--- config.mk ---
export PLATFORM = sky130hd
export DESIGN_NAME = compute_t
export DESIGN_NICKNAME = d
export VERILOG_FILES = /design/src/rtl/compute_t.sv
export SDC_FILE = /design/constraint.sdc
export NUM_CORES = 1
export LEC_CHECK = 0
export CAP_MARGIN = 20
export CORE_ASPECT_RATIO = 2
export CORE_MARGIN = 4
export CORE_UTILIZATION = 50
export CTS_BUF_LIST = sky130_fd_sc_hd__clkbuf_16
export CTS_CLUSTER_SIZE = 16
export DETAILED_ROUTE_END_ITERATION = 8
export PLACE_DENSITY = 0.68
export SETUP_SLACK_MARGIN = 0.3
export SKIP_LAST_GASP = 1
export SYNTH_ARGS = -nofsm -noshare
export SYNTH_HDL_FRONTEND = slang
export SYNTH_SLANG_ARGS = --single-unit
--- constraint.sdc ---
create_clock -name CLOCK_50_I -period 27.9 [get_ports CLOCK_50_I]
set_clock_uncertainty 0.2 [all_clocks]
set_input_delay 4.185 -clock CLOCK_50_I [delete_from_list [all_inputs] [get_ports CLOCK_50_I]]
set_output_delay 4.185 -clock CLOCK_50_I [all_outputs]
set_load 0.03 [all_outputs]
--- src/rtl/compute_t.sv ---
// compute_t: first IDCT matrix product T = S' x C for one 8x8 block.
// Loads one row of S' from DPRAM0 into a local row buffer. It then forms the
// eight dot products of that row against the columns of C, using a single
// 16x12 signed multiplier. Each scaled result is written to DPRAM1 in
// row-major order.
module compute_t #(
    parameter int         DATA_W = 16,
    parameter int         COEF_W = 12,
    parameter logic [6:0] S_BASE = 7'd64,
    parameter logic [6:0] T_BASE = 7'd0,
    parameter int         SHIFT  = 8
) (
    input  logic        CLOCK_50_I,
    input  logic        Resetn,
    input  logic        CT_start,
    output logic        CT_done,
    output logic [6:0]  DP0_read_address,
    input  logic [31:0] DP0_read_data,
    output logic [6:0]  DP1_write_address,
    output logic [31:0] DP1_write_data,
    output logic        DP1_write_enable
);

    localparam int ACC_W  = 32;
    localparam int PROD_W = DATA_W + COEF_W;

    // C[k][j], indexed by {k, j}: one row of eight coefficients per k
    localparam logic signed [COEF_W-1:0] C_TAB [0:63] = '{
        12'sd1448,  12'sd1448,  12'sd1448,  12'sd1448,  12'sd1448,  12'sd1448,  12'sd1448,  12'sd1448,
        12'sd2008,  12'sd1702,  12'sd1137,  12'sd399,  -12'sd399,  -12'sd1137, -12'sd1702, -12'sd2008,
        12'sd1892,  12'sd783,  -12'sd783,  -12'sd1892, -12'sd1892, -12'sd783,   12'sd783,   12'sd1892,
        12'sd1702, -12'sd399,  -12'sd2008, -12'sd1137,  12'sd1137,  12'sd2008,  12'sd399,  -12'sd1702,
        12'sd1448, -12'sd1448, -12'sd1448,  12'sd1448,  12'sd1448, -12'sd1448, -12'sd1448,  12'sd1448,
        12'sd1137, -12'sd2008,  12'sd399,   12'sd1702, -12'sd1702, -12'sd399,   12'sd2008, -12'sd1137,
        12'sd783,  -12'sd1892,  12'sd1892, -12'sd783,  -12'sd783,   12'sd1892, -12'sd1892,  12'sd783,
        12'sd399,  -12'sd1137,  12'sd1702, -12'sd2008,  12'sd2008, -12'sd1702,  12'sd1137, -12'sd399
    };

    typedef enum logic [2:0] {
        IDLE,
        LOAD,
        LOAD_WAIT,
        MAC,
        WRITE,
        DONE
    } state_t;

    // Floor scaling of an accumulated sum: arithmetic shift keeps the sign,
    // so negative sums round toward minus infinity rather than toward zero.
    function automatic logic signed [ACC_W-1:0] scale_sum(input logic signed [ACC_W-1:0] v);
        return v >>> SHIFT;
    endfunction

    state_t                    state_q, state_d;
    logic [2:0]                row_q, row_d;
    logic [2:0]                k_q, k_d;
    logic [2:0]                j_q, j_d;
    logic signed [ACC_W-1:0]   acc_q, acc_d;
    logic signed [DATA_W-1:0]  srow_q [0:7];
    logic signed [DATA_W-1:0]  srow_d [0:7];

    logic signed [PROD_W-1:0]  s_ext;
    logic signed [PROD_W-1:0]  c_ext;
    logic signed [PROD_W-1:0]  product;
    logic signed [ACC_W-1:0]   wr_data;

    // Upper half of each DPRAM0 word carries no S' information
    logic unused_rd_hi;
    assign unused_rd_hi = ^DP0_read_data[31:DATA_W];

    // Single shared multiplier: current buffered S' entry times C[k][j]
    always_comb begin
        s_ext   = PROD_W'(srow_q[k_q]);
        c_ext   = PROD_W'(C_TAB[{k_q, j_q}]);
        product = s_ext * c_ext;
    end

    // Next-state, counter, buffer and accumulator logic plus all RAM-side outputs
    always_comb begin
        state_d           = state_q;
        row_d             = row_q;
        k_d               = k_q;
        j_d               = j_q;
        acc_d             = acc_q;
        srow_d            = srow_q;
        wr_data           = '0;
        CT_done           = 1'b0;
        DP0_read_address  = '0;
        DP1_write_address = '0;
        DP1_write_enable  = 1'b0;

        case (state_q)
            IDLE: begin
                if (CT_start) begin
                    row_d   = 3'd0;
                    k_d     = 3'd0;
                    state_d = LOAD;
                end
            end

            LOAD: begin
                DP0_read_address = S_BASE + {1'b0, row_q, k_q};
                // Read data lags its address by one cycle
                if (k_q != 3'd0) begin
                    srow_d[k_q - 3'd1] = DP0_read_data[DATA_W-1:0];
                end
                if (k_q == 3'd7) begin
                    state_d = LOAD_WAIT;
                end else begin
                    k_d = k_q + 3'd1;
                end
            end

            LOAD_WAIT: begin
                srow_d[7] = DP0_read_data[DATA_W-1:0];
                j_d       = 3'd0;
                k_d       = 3'd0;
                state_d   = MAC;
            end

            MAC: begin
                if (k_q == 3'd0) begin
                    acc_d = ACC_W'(product);
                end else begin
                    acc_d = acc_q + ACC_W'(product);
                end
                if (k_q == 3'd7) begin
                    state_d = WRITE;
                end else begin
                    k_d = k_q + 3'd1;
                end
            end

            WRITE: begin
                wr_data           = scale_sum(acc_q);
                DP1_write_enable  = 1'b1;
                DP1_write_address = T_BASE + {1'b0, row_q, j_q};
                if (j_q != 3'd7) begin
                    j_d     = j_q + 3'd1;
                    k_d     = 3'd0;
                    state_d = MAC;
                end else if (row_q != 3'd7) begin
                    row_d   = row_q + 3'd1;
                    k_d     = 3'd0;
                    state_d = LOAD;
                end else begin
                    state_d = DONE;
                end
            end

            DONE: begin
                CT_done = 1'b1;
                state_d = IDLE;
            end

            default: begin
                state_d = IDLE;
            end
        endcase
    end

    assign DP1_write_data = wr_data;

    // State, counters, accumulator and row buffer; async active-low reset aborts at once
    always_ff @(posedge CLOCK_50_I or negedge Resetn) begin
        if (!Resetn) begin
            state_q <= IDLE;
            row_q   <= 3'd0;
            k_q     <= 3'd0;
            j_q     <= 3'd0;
            acc_q   <= '0;
            srow_q  <= '{default: '0};
        end else begin
            state_q <= state_d;
            row_q   <= row_d;
            k_q     <= k_d;
            j_q     <= j_d;
            acc_q   <= acc_d;
            srow_q  <= srow_d;
        end
    end

endmodule

# [After elaboration in Yosys (flattened, before gate mapping)]
# Memory sizes are Yosys's and may differ from the RTL's.
# Cells that the tools add are included.
[totals] elab_cells=92 input_bits=35 mem_count=1 out_inout_bits=48 regBits=172 mem_bits_ro=768
[op_classes] mul=1 magnitude_cmp=4 bitwise=3 add_sub_neg=6 n_mux=32 reduce_logical=15 eq_ne=17
[memory_table] name="(no name shown)" words=64 width=12 rd=1 rd_clocked_by_memory_dff=0 write_ports=0 line="74" source="c_ext = PROD_W'(C_TAB[{k_q, j_q}]);"
[op_table] operator="$bwmux W128" count=1
[op_table] operator="$mux W16" count=4
[op_table] operator="$mux W32" count=2
[op_table] operator="$bmux W16 S3" count=1
[op_table] operator="$demux W16 S3" count=1
[op_table] operator="$mux W3" count=12
[op_table] operator="$add A32 B28 Y32" count=1
[op_table] operator="$pmux W16 S2" count=1
[op_table] operator="$mul A16 B12 Y28" count=1
[op_table] operator="$mux W12" count=2
[op_table] operator="$ne A2 B2 Y1 const B" count=8
[op_table] operator="$pmux W3 S5" count=1
[op_table] operator="$pmux W3 S2" count=2
[op_table] operator="$pmux W3 S4" count=1
[op_table] operator="$add A3 B1 Y3 const B" count=3
[op_table] operator="$eq A3 B3 Y1 const B" count=3
[op_table] operator="$ne A3 B3 Y1 const B" count=3
[op_table] operator="$ge A4 B4 Y1 const B" count=2
[op_table] operator="$not A3 Y4" count=2
[op_table] operator="$reduce_and A4 Y1" count=2
[op_table] operator="$add A7 B6 Y7 const A" count=1
[op_table] operator="$ge A7 B7 Y1 const B" count=1
[op_table] operator="$mux W7" count=1
[op_table] operator="$not A6 Y7" count=1
[op_table] operator="other kinds (14)" count=21

# [Logic depth before layout (Yosys ltp)]
# Gate-level depths: netlist (run 1).
[logic_depth] ltp_word=9 mapped_depth=42 depth_no_buf=40

# [Worst setup path before layout (run 1)]
# OpenSTA, ideal clock, no wires.
[synth_timing] path_type="register to register" start="reg j_q[0]" end="reg acc_q[30]" t_arrival_ns=8.557 path_slack_ns=19.016 period_less_slack_ns=8.884 stages_incl_launch_ff=38 required_time_ns=27.573 setup_time_ns=0.127 path_buffers=3 path_cell_list="dfrtp_1 -> clkbuf_1 -> inv_1 -> ha_1 -> clkbuf_1 -> xor2_1 -> nor2_1 -> a21oi_1 -> nor2_1 -> o31ai_1 -> clkbuf_1 -> nand2_1 -> fa_1 -> fa_1 -> inv_1 -> fa_1 -> fa_1 -> inv_1 -> (+2 left out) -> ha_1 -> a21o_1 -> a21o_1 -> a21o_1 -> a21o_1 -> a221oi_2 -> o21ai_0 -> a211oi_1 -> nor2_1 -> ha_1 -> nand3_1 -> nor2_1 -> a2111oi_0 -> o31a_2 -> o31ai_2 -> a31oi_1 -> mux2i_1 -> nand3_1"
[synth_between] elab_chain_len=7
[synth_rtl] element="start: declaration" line="57" source="logic [2:0] j_q, j_d;"
[synth_rtl] element="start signal: assignment" line="177" source="j_q <= j_d;"
[synth_rtl] element="$not A6 Y7 (implied by the code) *" line="74"
[synth_rtl] element="$mem_v2 Z64 W12 *"
[synth_rtl] element="$mux W12 (implied by the code) * (2 in a row)" line="74"
[synth_rtl] element="$mul A16 B12 Y28 *" line="75" source="product = s_ext * c_ext;"
[synth_rtl] element="$add A32 B28 Y32" line="125" source="acc_d = acc_q + ACC_W'(product);"
[synth_rtl] element="$mux W32 *" line="122" source="if (k_q == 3'd0) begin"
[synth_rtl] element="end signal: assignment" line="171" source="acc_q <= '0;"
[synth_rtl] element="end signal: assignment" line="178" source="acc_q <= acc_d;"
[synth_rtl] element="end: declaration" line="58" source="logic signed [ACC_W-1:0] acc_q, acc_d;"
# Every way passes the cells marked *; elsewhere a longest branch is shown, timed or not. The select of a mux whose other input is x is not followed.
# A chain may end at the register's enable or synchronous reset.

# [Final worst setup path (run 1)]
[layout_timing] start="reg k_q[0]" end="reg acc_q[25]"
[layout_between] elab_chain_len=7 elab_cells_between_ends=12 classes_between="add/sub: 1; mul: 1; mux: 6; bitwise: 2; reduce/logical: 1; memory: 1"
[layout_rtl] element="start: declaration" line="56" source="logic [2:0] k_q, k_d;"
[layout_rtl] element="start signal: assignment" line="176" source="k_q <= k_d;"
[layout_rtl] element="$not A6 Y7 (implied by the code) / $not A3 Y4 (equally long branches)" line="74, 73"
[layout_rtl] element="$mem_v2 Z64 W12 / $bmux W16 S3 (equally long branches)"
[layout_rtl] element="$mux W12 (implied by the code) / $mux W16 (equally long branches) (2 in a row)" line="74, 73"
[layout_rtl] element="$mul A16 B12 Y28" line="75"
[layout_rtl] element="$add A32 B28 Y32" line="125"
[layout_rtl] element="$mux W32 *" line="122"
# Marked as above.

==> results of run 1 <==
[logic make-up after synthesis]
| group | Yosys count | synth area share [%] |
|---|---|---|
| AOI/OAI and AO/OA | 264 | 9.85 |
| xor gates and xnor gates | 62 | 3.13 |
| adders and majority gates | 283 | 28.2 |
| buffers and inverters | 307 | 6.90 |
| DFF | 172 | 24.8 |
| muxes | 193 | 14.5 |
| other | 1 | 0.0216 |
| and+or+nand+nor | 472 | 12.6 |
[registers in the layout (all words and copies together), names as in the netlist]
signal and flops:
row_q 3, k_q 3, srow_q 128, j_q 3, state_q 3, acc_q 32
[cell type report]
cell class | count | area share, %
Sequential cell | 172 | 22.6
Antenna cell | 1 | 0.0131
Multi-Input combinational cell | 1275 | 62.4
Clock inverter | 15 | 1.14
Inverter | 212 | 4.18
Clock buffer | 17 | 2.23
Tap cell | 441 | 2.90
Timing Repair Buffer | 91 | 4.59
[critical path: cells and delay by family (launching register included)]
family	cells	cell delay, ns
adders and majority gates	7	3.29
AOI/OAI and AO/OA	11	2.67
buffers and inverters	7	1.72
and+or+nand+nor	6	0.88
xor gates and xnor gates	2	0.68
DFF	1	0.50
[metal layers]
metal	up-vias	GRT usage (%)
met2	255	46.4
met3	120	2.33
met4	0	14.2
li1	5867	-
met1	6521	22.8
met5	-	0
[cells in the mapped netlist (10+ instances only)]
cell type and number:
sky130_fd_sc_hd__mux2i_1 18, sky130_fd_sc_hd__a31oi_1 18, sky130_fd_sc_hd__mux4_2 33, sky130_fd_sc_hd__mux2_2 140
sky130_fd_sc_hd__a21oi_1 71, sky130_fd_sc_hd__nor2_1 140, sky130_fd_sc_hd__clkbuf_1 72, sky130_fd_sc_hd__nor2b_1 25
sky130_fd_sc_hd__o21a_1 10, sky130_fd_sc_hd__o21ai_1 11, sky130_fd_sc_hd__ha_1 104, sky130_fd_sc_hd__xnor2_1 48
sky130_fd_sc_hd__and3_1 40, sky130_fd_sc_hd__inv_1 212, sky130_fd_sc_hd__a21o_1 30, sky130_fd_sc_hd__nand2b_1 25
sky130_fd_sc_hd__a211oi_1 12, sky130_fd_sc_hd__nand3_1 14, sky130_fd_sc_hd__nand2_1 163, sky130_fd_sc_hd__o21ai_0 54
sky130_fd_sc_hd__and2_1 18, sky130_fd_sc_hd__dfrtp_1 172, sky130_fd_sc_hd__xor2_1 14, sky130_fd_sc_hd__nor3_1 19
sky130_fd_sc_hd__fa_1 179
[through the flow]
stage,cells,total power [mW]
after global routing,2224,2.25
after CTS,2221,2.05
after floorplan,1754,1.46
final,2224,2.03
after detailed placement,2189,1.79
after global placement,2189,1.75
[final timing paths]
| check | from | endpoint | depth (start not counted) |
|---|---|---|---|
| setup / recovery | k_q[0]$_DFFE_PN0P_ | acc_q[25]$_DFFE_PN0N_ | 33 |
| hold / removal | srow_q[27]$_DFFE_PN0P_ | srow_q[27]$_DFFE_PN0P_ | 1 |
| setup reg to reg | k_q[0]$_DFFE_PN0P_ | acc_q[25]$_DFFE_PN0N_ | 33 |
| hold reg to reg | srow_q[27]$_DFFE_PN0P_ | srow_q[27]$_DFFE_PN0P_ | 1 |
| max in group asynchronous | Resetn | srow_q[119]$_DFFE_PN0P_ | 3 |
| min in group asynchronous | Resetn | srow_q[49]$_DFFE_PN0P_ | 1 |
[report_power, final]
part | total [mW] | internal, mW | switching [mW]
logic | 1.45 | 0.633 | 0.818
clock network | 0.257 | 0.139 | 0.118
registers | 0.326 | 0.301 | 0.0250
total | 2.03 | 1.07 | 0.961
==> results.txt, run 1 <==
- Portion of the clock cycle consumed by the worst path in the final layout: a little over a third
- In this run the standard cell core region covers approximately 34000 sq um.
- FF/Latch Area: about 4300 sq um
* Worst EP arrival: 10.22 ns
* Gates resized, CTS repair: 0
- For this run, the share of the core covered by cells in the final layout is 55.7%.
- Cell area after synthesis: between 15000 and 20000 sq um
- Number of synthesized flops with an enable pin: 0
- Power density over the cells: ~110 nW/um^2
- Routed vias: 12763
- Leak pwr: approximately 9 nW
* Crit path max fanout: 39
- Relative slew slack: about a quarter
* Final number of setup-violating endpoints: 0
* Post-detailed-placement cell area: around 18000 sq um
* Remaining design rule violation count: 0
- The share of the Yosys chip area taken by registers is 24.8%.
- Counting flops with an async set or reset pin after synthesis yields a share of 100%.
- In this run, synthesis produced a sequential element count of between 150 and 200.
- Yosys synthesis warning count: 0
- Share of post-route cells with drive strength above 1: roughly 15%
* Ranking of synthesized cells by area: sky130_fd_sc_hd__dfrtp_1, sky130_fd_sc_hd__fa_1, sky130_fd_sc_hd__mux2_2, sky130_fd_sc_hd__ha_1, sky130_fd_sc_hd__inv_1
- After detailed routing, no signal wire sits above met4.
- Overall die width: between 100 and 150 um
- The clock tree synthesis step divided the H-tree into 4 levels.
- After floorplanning, the core was divided into 96 placement rows.
- Area delta synth->final: 9.87%
- After routing the design area is 19100 sq um.
- For this block, the routed nets add up to between 40000 and 50000 um of wire.
- Buffers added to address setup during post-CTS repair amount to 0.
* Number of inserted filler cells in the final layout: 3023
- The die is 271 um tall.
- Achievable clock frequency: around 100 MHz
- The count of pins over their slew limit is 0.
- Worst-case register-to-register setup slack: around 18 ns
* Setup repair after global routing missed its margin: false
- Hold timing on the final database bottoms out at a slack of around 0.29 ns.
- The number of nets handed over by synthesis was between 2000 and 2500.
* Aggregate global-route resource usage: between 20% and 30%
- Entering global routing, the biggest net connects 89 pins.
- Clock-pin slew was measured on the worst setup and hold paths at ~0.080 ns.
- The number of clock buffers added by TritonCTS is 17.
- Global-route congestion overflow total: 0
- Final worst-path setup slack: around 18 ns
* Die ar.: ~38000 sq um
- Max-cap violation count: 0
* Starting Density: 50.7%
* Endpoint required time on the critical path: roughly 28 ns
- Slowest Stage Delay on Critical Path: 0.57 ns
- For the pin with the worst max-slew slack, the measured transition is between 1 and 1.5 ns.
- Clock latency on the worst-skew pair, taken at its later pin, is approximately 0.45 ns.
* DR WL met2: 25200 um
- Input and output buffers added on the ports amount to 65.
- Antenna-violating nets left: 0
* Shortest period the worst path allows: 10.04 ns
- Cts-stage hold buffer count: 0
- In this run, the number of DRC markers left after iteration 0 of detailed routing was approximately 540.
- Worst slack at placement: between 15 and 20 ns
- Maximum vdd ir drop: between 90 and 100 uV
* Hpwl dp: between 30000 and 40000 um
- Post-route met1 wirelength: approximately 15000 um
- During I/O placement, the number of pins put on the boundary was 83.
- In the final design database the tool counted between 2000 and 2500 nets.
* Post-DR wirelength/cell: about 20 um
- The initial antenna violation count is 1.
- Class of the most critical setup path: reg2reg
- Among all flip-flop cells after synthesis, the most frequent one is sky130_fd_sc_hd__dfrtp_1.
* Number of hold-slack violations in the final timing report: 0
* Total area of multi-input combinational cells: about 12000 sq um
* Cell at the slowest stage of the critical path: sky130_fd_sc_hd__fa_1
- Library cell occupying the most area in the post-synthesis netlist: sky130_fd_sc_hd__dfrtp_1
- Most used cells in the layout excluding fill and tap cells: sky130_fd_sc_hd__inv_1, sky130_fd_sc_hd__fa_1, sky130_fd_sc_hd__dfrtp_1
- Synth cell types: between 60 and 70
* Pre-antenna DRT Iters: 5
* Clock tree from TritonCTS: yes
* Tightest Hold Check Type: reg2reg
* Number of global-route vias before repair: about 14000
- The tree is rooted in a sky130_fd_sc_hd__clkbuf_16.
* GPL Wtd Cong: 0.933
- The cell that appears most often on the critical path is sky130_fd_sc_hd__fa_1.
- Number of vias per cell after detailed routing: roughly 5.7
- The clock passes through at most 2 buffers.
- The run finished with clean final reports.
* Wire length of the first global-routing pass: 70700 um
- Leaving out fill and tap cells, the most frequent cell in the layout is sky130_fd_sc_hd__inv_1.
- STA classifies the critical path endpoint as a flip-flop.
* Startpoint type of the worst setup path: flip-flop
* Average size of a mapped cell: 9.89 sq um
* Clk sinks: about 170
* Total met3 wirelength after detailed routing: 1060 um
* Cells after Synth: roughly 1800
- Aggregate negative setup slack: 0 ns
* Share of Yosys cell area claimed by the top area cell type: 24.8%
Note: power is estimated with default switching activity, not from simulation.
==> run 2: changes to the inputs <==
--- a/config.mk
+++ b/config.mk
@@ -12,7 +12,7 @@
 export CTS_BUF_LIST = sky130_fd_sc_hd__clkbuf_16
 export CTS_CLUSTER_SIZE = 16
 export DETAILED_ROUTE_END_ITERATION = 8
-export PLACE_DENSITY = 0.68
+export PLACE_DENSITY = 0.71
 export SETUP_SLACK_MARGIN = 0.3
 export SKIP_LAST_GASP = 1
 export SYNTH_ARGS = -nofsm -noshare
==> constraint.sdc (replaced) <==
create_clock -name CLOCK_50_I -period 9.1 [get_ports CLOCK_50_I]
set_clock_uncertainty 0.2 [all_clocks]
set_input_delay 1.365 -clock CLOCK_50_I [delete_from_list [all_inputs] [get_ports CLOCK_50_I]]
set_output_delay 1.365 -clock CLOCK_50_I [all_outputs]
set_load 0.03 [all_outputs]
==> results.txt, run 2 (same netlist as run 1, synthesis figures left out) <==
- The flow ran to the end, and the final reports show no timing, DRC or antenna violations.
- Antenna-violating nets left: 0 (unchanged)
* Portion of the clock cycle consumed by the worst path in the final layout: 94.2% (+58 points)
* Vert. Die Dim: 271 um (unchanged)
- Clock tree from TritonCTS: yes
- The area growth from synthesis to layout is 17.4%.
- Share of post-route cells with drive strength above 1: 23.0% (+8.3 points)
* Worst hold path depth: 2 (+1)
- By startpoint and endpoint, the worst setup path is classified as reg2reg.
- Total area of multi-input combinational cells: 12300 sq um (+3.9%)
* Number of hold-slack violations in the final timing report: 0 (unchanged)
- Maximum vdd ir drop: 342 uV (+250%)
- The placeable core area was 34200 sq um (unchanged).
* Pin slew with the least headroom to its limit: 1.08 ns (-0.0567 ns)
* Hpwl dp: 34900 um (+3.7%)
* GPL Wtd Cong: 0.941 (+0.91%)
* Wire length of the first global-routing pass: 72800 um (+3.0%)
- Leaving out fill and tap cells, the most frequent cell in the layout is sky130_fd_sc_hd__inv_1.
- CTS placed an instance of sky130_fd_sc_hd__clkbuf_16 at the clock tree root.
- The setup TNS is 0 ns (unchanged).
- The number of global-route vias before repair was 14378 (+3.1%).
- The worst setup path is captured at a flip-flop.
* Number of max-slew violations in the final report: 0 (unchanged)
* Flip-flop count of the largest register after layout: 128 (unchanged)
- Worst reg-to-reg path cell count: 37 (+12%)
* Worst-case register-to-register setup slack: 0.53 ns (-17.33 ns)
- I/O Pins: 83 (unchanged)
- The number of antenna diodes was 0 (-1).
- Setup repair after global routing could not meet its margin everywhere.
* Starting Density: 50.7% (unchanged)
- Overall die width: 140 um (unchanged)
- Max-cap violation count: 0 (unchanged)
* Aggregate global-route resource usage: 24.2% (+0.74 points)
- Max Buffers Root-to-Sink: 2 (unchanged)
- Post-route design area: 20400 sq um (+6.9%)
- Pre-antenna DRT Iters: 5 (unchanged)
* Final core utilization: 59.5% (+3.8 points)
- In this run the critical register-to-register path is captured at acc_q[26]$_DFFE_PN0N_.
- Worst reg2reg path startpoint: j_q[1]$_DFFE_PN0P_
- By instance count, the cell type seen most on the critical path is sky130_fd_sc_hd__fa_1.
* Count of buffers from port buffering: 65 (unchanged)
- The maximum single-stage delay on the critical path is 0.56 ns (about the same).
* Die ar.: 37900 sq um (unchanged)
- The initial antenna violation count is 0 (-1).
- Achievable clock frequency: 117 MHz (+17%)
* Number of vias per cell after detailed routing: 5.81 (+1.3%)
* Most used cells in the layout excluding fill and tap cells: sky130_fd_sc_hd__inv_1, sky130_fd_sc_hd__fa_1, sky130_fd_sc_hd__dfrtp_1
- Largest registers: srow_q (128), acc_q (32)
- Largest net degree at the start of global routing: 93 (+4.5%)
- FF/Latch Area: 4310 sq um (about the same)
- The worst slew slack as a fraction of its limit was 27.7% (+3.8 points).
- Number of inserted filler cells in the final layout: 2835 (-6.2%)
- Number of rows created at floorplan: 96 (unchanged)
- Register with the most flip-flops: srow_q
- Worst EP arrival: 8.74 ns (-1.48 ns)
* Global-route congestion overflow total: 0 (unchanged)
- The setup violation total in the final timing report came to 0 (unchanged).
- The area after detailed placement was 18900 sq um (+2.7%).
- The total power density per cell area was 354 nW/um^2 (+230%).
* Tightest Hold Check Type: reg2reg
- The DRC marker count from the first detailed-route iteration was 565 (+5.0%).
- Post-DR wirelength/cell: 20.1 um (+3.1%)
- The path with the worst hold slack has its endpoint at acc_q[3]$_DFFE_PN0N_.
* Cell at the slowest stage of the critical path: sky130_fd_sc_hd__fa_1
- Cts-stage hold buffer count: 0 (unchanged)
* Launch instance of the worst min-delay path: acc_q[3]$_DFFE_PN0N_
- CTS HTree Levels: 4 (unchanged)
* Clk slew on worst S/H paths: 0.08 ns (about the same)
* Layout net count: 2181 (+4.5%)
- Crit path max fanout: 7 (-82%)
- The number of buffers added by the clock tree synthesis step came to 17 (unchanged).
* Shortest period the worst path allows: 8.57 ns (-1.47 ns)
* Leak pwr: 9.37 nW (+6.3%)
* Endpoint required time on the critical path: 9.27 ns (-18.81 ns)
- Startpoint type of the worst setup path: flip-flop
- The count of unresolved DRC violations after routing is 0 (unchanged).
- The via count came to 13467 (+5.5%).
- The sum of routed wire length over all layers is 46600 um (+7.4%).
- The insertion delay of the later-clocked pin in the worst-skew pair is 0.46 ns (about the same).
* Clk sinks: 172 (unchanged)
[run 2: report_power, final]
group | internal [mW] | switching, mW
sequential | 0.922 | 0.0831
clock | 0.370 | 0.366
combinational | 2.57 | 2.90
total | 3.86 | 3.35
[run 2: layout make-up]
| class | instances | area share (%) |
|---|---|---|
| timing repair buffer | 185 | 8.59 |
| clock buffer | 17 | 2.09 |
| inverter | 212 | 3.94 |
| clock inverter | 15 | 0.866 |
| tap | 441 | 2.71 |
| multi-input combinational | 1275 | 60.6 |
| sequential | 172 | 21.2 |
[run 2: per-stage QoR]
stage / hold WS [ns] / power [mW] / setup WS (ns) / cells
after CTS: 0.296 / 6.60 / 0.315 / 2279
after detailed placement: 0.282 / 5.76 / -0.0176 / 2245
after global placement: 0.262 / 5.64 / 0.0369 / 2245
after floorplan: 0.252 / 4.48 / 0.312 / 1754
final: 0.294 / 7.21 / 0.529 / 2317
after global routing: 0.308 / 7.85 / 0.102 / 2317
[run 2: metal layers]
metal / track usage, % / vias to the layer above / share of wire, %
li1: - / 6066 / -
met1: 23.8 / 6826 / 33
met2: 46.4 / 367 / 56
met3: 2.56 / 208 / 3.1
met4: 16.6 / 0 / 8.3
met5: 0 / - / 0
[run 2: how the worst max path moves through the flow]
stage / startpoint / endpoint / slack, ns / cells past startpoint
3_5_place_dp: j_q[1]$_DFFE_PN0P_ / acc_q[29]$_DFFE_PN0N_ / -0.02 / 37
3_3_place_gp: j_q[1]$_DFFE_PN0P_ / acc_q[29]$_DFFE_PN0N_ / 0.04 / 36
5_1_grt: j_q[1]$_DFFE_PN0P_ / acc_q[26]$_DFFE_PN0N_ / 0.10 / 37
4_1_cts: j_q[1]$_DFFE_PN0P_ / acc_q[30]$_DFFE_PN0N_ / 0.31 / 36
6_report: j_q[1]$_DFFE_PN0P_ / acc_q[26]$_DFFE_PN0N_ / 0.53 / 37
2_1_floorplan: j_q[0]$_DFFE_PN0P_ / acc_q[30]$_DFFE_PN0N_ / 0.31 / 37
[run 2: timing repair]
item | 4_1_cts | 5_1_grt
setup buffers | 2 | 33
setup endpoints to repair | 12 | 14
pin swaps | 0 | 46
resized for setup | 13 | 100
cloned | 0 | 3
[run 2: worst max-delay path, delay by kind of cell (launching register included)]
| family | cells | cell delay [ns] |
|---|---|---|
| adders and majority gates | 8 | 3.54 |
| AOI/OAI and AO/OA | 12 | 1.95 |
| and+or+nand+nor | 6 | 1.06 |
| DFF | 1 | 0.45 |
| xor gates and xnor gates | 1 | 0.18 |
| buffers and inverters | 10 | 1.10 |
